## config.mk

```make
export PLATFORM = sky130hd
export DESIGN_NAME = flash_fetch_ctrl
export DESIGN_NICKNAME = d
export VERILOG_FILES = /design/src/rtl/flash_fetch_ctrl.sv
export SDC_FILE = /design/constraint.sdc
export NUM_CORES = 1
export LEC_CHECK = 0
export CORE_ASPECT_RATIO = 0.8
export CORE_MARGIN = 1
export CORE_UTILIZATION = 40
export CTS_CLUSTER_DIAMETER = 100
export CTS_CLUSTER_SIZE = 10
export DETAILED_ROUTE_END_ITERATION = 10
export PLACE_DENSITY = 0.83
export SYNTH_ARGS = -nofsm -noshare
export SYNTH_HDL_FRONTEND = slang
export SYNTH_SLANG_ARGS = --single-unit
```

## constraint.sdc

```tcl
create_clock -name CLOCK_50 -period 1.7 [get_ports CLOCK_50]
set_input_delay 0.17 -clock CLOCK_50 [delete_from_list [all_inputs] [get_ports CLOCK_50]]
set_output_delay 0.17 -clock CLOCK_50 [all_outputs]
set_load 0.1 [all_outputs]
```

## src/rtl/flash_fetch_ctrl.sv

```systemverilog
// Fetches one 16-bit instruction as two byte reads from parallel flash, low byte first.
// Optional one-entry word cache enabled by defining FLASH_FETCH_CACHE_EN.
module flash_fetch_ctrl #(
  parameter int unsigned WAIT_CYCLES = 4,
  parameter logic [21:0] FLASH_BASE  = 22'h000000
) (
  input  logic        CLOCK_50,
  input  logic        reset,
  input  logic        req,
  input  logic [15:0] addr,
  output logic        rdy,
  output logic [15:0] insn,
  output logic        busy,
  output logic [21:0] FL_ADDR,
  input  logic [7:0]  FL_DQ,
  output logic        FL_CE_N,
  output logic        FL_OE_N
);

  typedef enum logic [1:0] {IDLE, WAIT_LO, WAIT_HI, DONE} state_t;

  localparam logic [3:0] CNT_LOAD = 4'(WAIT_CYCLES);

  state_t      r_state, w_state_nxt;
  logic [3:0]  r_cnt, w_cnt_nxt;
  logic        r_rdy, w_rdy_nxt;
  logic [15:0] r_insn, w_insn_nxt;
  logic [21:0] r_fl_addr, w_fl_addr_nxt;
  logic        r_fl_off, w_fl_off_nxt;

  logic [3:0]  w_cnt_dec;
  logic        w_last;
  logic        w_fetch_done;
  logic        w_hit;
  logic [15:0] w_cache_word;

  assign w_cnt_dec    = r_cnt - 4'd1;
  assign w_last       = (w_cnt_dec == 4'd0);
  assign w_fetch_done = (r_state == WAIT_HI) && req && w_last;

`ifdef FLASH_FETCH_CACHE_EN
  logic        r_cache_vld;
  logic [15:0] r_cache_addr;
  logic [15:0] r_cache_word;
  logic [15:0] r_req_addr;

  assign w_hit        = r_cache_vld && (addr == r_cache_addr);
  assign w_cache_word = r_cache_word;

  always_ff @(posedge CLOCK_50) begin
    if (reset) begin
      r_cache_vld <= 1'b0;
    end else if (w_fetch_done) begin
      r_cache_vld <= 1'b1;
    end
  end

  // NOTE: the cache payload needs no reset; it is never used while r_cache_vld is low.
  always_ff @(posedge CLOCK_50) begin
    if (r_state == IDLE && req) begin
      r_req_addr <= addr;
    end
    if (w_fetch_done) begin
      r_cache_addr <= r_req_addr;
      r_cache_word <= {FL_DQ, r_insn[7:0]};
    end
  end
`else
  assign w_hit        = 1'b0;
  assign w_cache_word = 16'h0000;
`endif

  // NOTE: every next-state value gets a default first, so no path can infer a latch.
  always_comb begin
    w_state_nxt   = r_state;
    w_cnt_nxt     = r_cnt;
    w_rdy_nxt     = r_rdy;
    w_insn_nxt    = r_insn;
    w_fl_addr_nxt = r_fl_addr;
    w_fl_off_nxt  = r_fl_off;

    unique case (r_state)
      IDLE: begin
        if (req) begin
          if (w_hit) begin
            w_state_nxt = DONE;
            w_rdy_nxt   = 1'b1;
            w_insn_nxt  = w_cache_word;
          end else begin
            w_state_nxt   = WAIT_LO;
            w_cnt_nxt     = CNT_LOAD;
            w_fl_addr_nxt = FLASH_BASE + {6'b0, addr, 1'b0};
            w_fl_off_nxt  = 1'b0;
          end
        end
      end

      WAIT_LO, WAIT_HI: begin
        if (!req) begin
          // Abort: drop the flash bus, keep whatever byte was already captured.
          w_state_nxt   = IDLE;
          w_cnt_nxt     = 4'd0;
          w_fl_addr_nxt = 22'h0;
          w_fl_off_nxt  = 1'b1;
        end else if (!w_last) begin
          w_cnt_nxt = w_cnt_dec;
        end else if (r_state == WAIT_LO) begin
          w_insn_nxt[7:0]  = FL_DQ;
          w_fl_addr_nxt[0] = 1'b1;
          w_cnt_nxt        = CNT_LOAD;
          w_state_nxt      = WAIT_HI;
        end else begin
          w_insn_nxt[15:8] = FL_DQ;
          w_rdy_nxt        = 1'b1;
          w_cnt_nxt        = 4'd0;
          w_state_nxt      = DONE;
        end
      end

      DONE: begin
        if (!req) begin
          w_state_nxt   = IDLE;
          w_rdy_nxt     = 1'b0;
          w_fl_addr_nxt = 22'h0;
          w_fl_off_nxt  = 1'b1;
        end
      end

      default: w_state_nxt = IDLE;
    endcase
  end

  // NOTE: state registers use non-blocking assignments so all of them update together.
  always_ff @(posedge CLOCK_50) begin
    if (reset) begin
      r_state   <= IDLE;
      r_cnt     <= 4'd0;
      r_rdy     <= 1'b0;
      r_insn    <= 16'h0000;
      r_fl_addr <= 22'h0;
      r_fl_off  <= 1'b1;
    end else begin
      r_state   <= w_state_nxt;
      r_cnt     <= w_cnt_nxt;
      r_rdy     <= w_rdy_nxt;
      r_insn    <= w_insn_nxt;
      r_fl_addr <= w_fl_addr_nxt;
      r_fl_off  <= w_fl_off_nxt;
    end
  end

  assign rdy     = r_rdy;
  assign insn    = r_insn;
  assign busy    = (r_state != IDLE);
  assign FL_ADDR = r_fl_addr;
  assign FL_CE_N = r_fl_off;
  assign FL_OE_N = r_fl_off;

endmodule

```

==> metrics.csv <==
metric;value;unit
outcome;finished clean;
antenna_cells;0;
antenna_found_initial;0;
min_period;1.66;ns
synth.ff_latch_count;41;
critPathKind;reg2reg;
slew_violations;0;
irDropWorstVdd;836;uV
min_path_type;in2reg;
wl_per_cell;13.2;um
synthArstFlopShare;0;
ys.flop_type;dfxtp_1;
grt_pass1_vias;1657;
synth_cells;192;
fin_nets;309;
area_growth;55.7;%
rows;21;
num_io_pins;69;
htreeDepth;2;
crit_slowest_cell;or4_4;
die-area;0.00494;mm^2
drc;0;
cts_hold_buf;0;
synth.top_cell.area_share;0.441;
power;4.02;mW
critical_path_buf_inv_count;1;
ys_warn_count;0;
layout-drive-gt1-share;0.357;
grt_pass1_wl;7310;um
grt.overflow.total;0;
num_vias;1665;
hold_viol;0;
drt-pass1-iter-count;4;
crit_chain;inv_2 -> ha_4 -> nand2_4 -> or4_4 -> o22a_4 -> mux2i_1;
p_per_area;1390;mW/mm^2
avgSynthCellArea;9.70;um^2
grt_max_degree;31;
leakage;1.25;nW
final_cells;334;
die_w;78.3;um
io_buffers;63;
coreArea;0.00434;mm^2
endpoint_kind;flip-flop;
numCtsBuffers;5;
period_share;0.974;
yosys.area.top_type;dfxtp_1;
grt_util_all_layers;0.188;
cts_root_buf;clkbuf_8;
initial_core_util;0.430;
max_freq;0.604;GHz
skew;0.00737;ns
crit_family;simple AND/OR/NAND/NOR gates;
ys_seq_area_frac;0.441;
worst_ep_required_time;1.87;ns
antenna_left;0;
synth_edf_count;0;
die_h;63.0;um
cts_num_sinks;41;
totalWireLength;4400;um
cts_tree;done;
dp_hpwl;3170;um
place_inst;324;
via_per_inst;4.99;
synth_cell_types;39;
critPathLaunchType;flip-flop;
drt_iter0_drc;91;
cp_max_fo;8;
setup_viol;0;
post_synth_main_area_contributors;dfxtp_1 44%, nand2b_1 9.1%, mux2i_1 8.6%, a22o_1 7.5%, ha_1 4.0%;
drv.max_cap_violation_count;0;
clock_path_buffers;2;
slowest_delay;0.41;ns
cts.clk_slew.worst_paths;0.08;ns
rsz0062_at_grt;yes;
synth_area;0.00186;mm^2
place_congestion;0.904;
clk-insertion-delay-late;0.29;ns
crit_arrival;1.83;ns
-- per-stage QoR --
step                setup TNS, ns  setup WS, ns   util  area, um^2  hold slack, ns
floorplan                  -0.887       -0.0654      -        1920           0.296
global placement            -1.98        -0.145  0.608        2640           0.460
detailed placement          -3.43        -0.181  0.608        2640           0.468
CTS                     -0.000907     -0.000907  0.657        2850           0.454
global route              -0.0713       -0.0389  0.669        2900           0.456
finish                          0        0.0448  0.669        2900           0.463
-- repair_timing --
| action | in CTS | in global routing |
|---|---|---|
| pin swaps | 3 | 5 |
| resized for setup | 14 | 14 |
| buffers inserted | 1 | 1 |
| endpoints found under the setup margin | 17 | 34 |
-- cells in the final DEF, fill, tap and decap left out, drive strengths merged, types with 2 or more instances in the layout --
cell           count
a211oi             2
a21oi              3
a22o              16
a31oi              2
and2               3
buf               64
bufinv             2
clkbuf             5
clkdlybuf4s50     26
conb               5
dfxtp             41
ha                 6
inv                8
mux2i             16
nand2              6
nand2b            27
nand3              5
nor2              10
nor3               4
o21a               2
o21ai              6
o22ai              2
-- cell families after synthesis --
family,synth area share
other cells,0.00201
compound gates,0.170
fa+ha+maj,0.0403
flops,0.441
buf+inv,0.0745
simple gates,0.182
mux,0.0860
xor+xnor,0.00470
-- state kept, by name, summed over array words and instances, names as in the netlist --
| signal | flops |
|---|---|
| r_state | 2 |
| FL_ADDR | 17 |
| r_cnt | 4 |
| FL_CE_N | 1 |
| rdy | 1 |
| insn | 16 |
-- cells in the mapped netlist (2+ instances only) --
library cell	number
a21oi_1	3
a22o_1	16
a31oi_1	2
and2_1	3
buf_2	3
buf_4	7
buf_6	2
clkbuf_1	5
dfxtp_1	41
ha_1	6
inv_1	8
mux2i_1	16
nand2_1	6
nand2b_1	27
nand3_1	5
nor2_1	10
nor3_1	3
o21a_1	2
o21ai_0	6
o22ai_1	2
-- cell type report --
class / count / area [um^2]
Timing Repair Buffer: 90 / 786
Multi-Input combinational cell: 130 / 1050
Fill cell: 353 / 1440
Clock buffer: 5 / 68.8
Inverter: 8 / 33.8
Sequential cell: 41 / 826
Clock inverter: 3 / 68.8
Tap cell: 57 / 71.3
-- final timing paths --
path / startpoint / to / slack, ns / cells past startpoint
worst min register to register: insn[5]$_SDFFE_PP0P_ / insn[5]$_SDFFE_PP0P_ / 0.48 / 2
worst min-delay path: addr[12] / FL_ADDR[13]$_SDFFE_PP0P_ / 0.46 / 2
worst max-delay path: r_state[0]$_SDFFE_PP0P_ / insn[13]$_SDFFE_PP0P_ / 0.04 / 6
worst max register to register: r_state[0]$_SDFFE_PP0P_ / insn[13]$_SDFFE_PP0P_ / 0.04 / 6
-- per-layer routing --
layer	global-route usage	vias to the layer above	part of all wire
li1	-	834	-
met2	0.309	74	0.47
met4	0.0810	0	0.017
met1	0.228	747	0.44
met3	0.0540	10	0.073
met5	0	-	0
-- power breakdown --
part | switching [mW] | total, mW | internal, mW
sequential | 0.0851 | 1.16 | 1.07
clock | 0.335 | 0.926 | 0.591
combinational | 1.27 | 1.93 | 0.666
total | 1.69 | 4.02 | 2.33
Note: power is estimated with default switching activity, not from simulation.
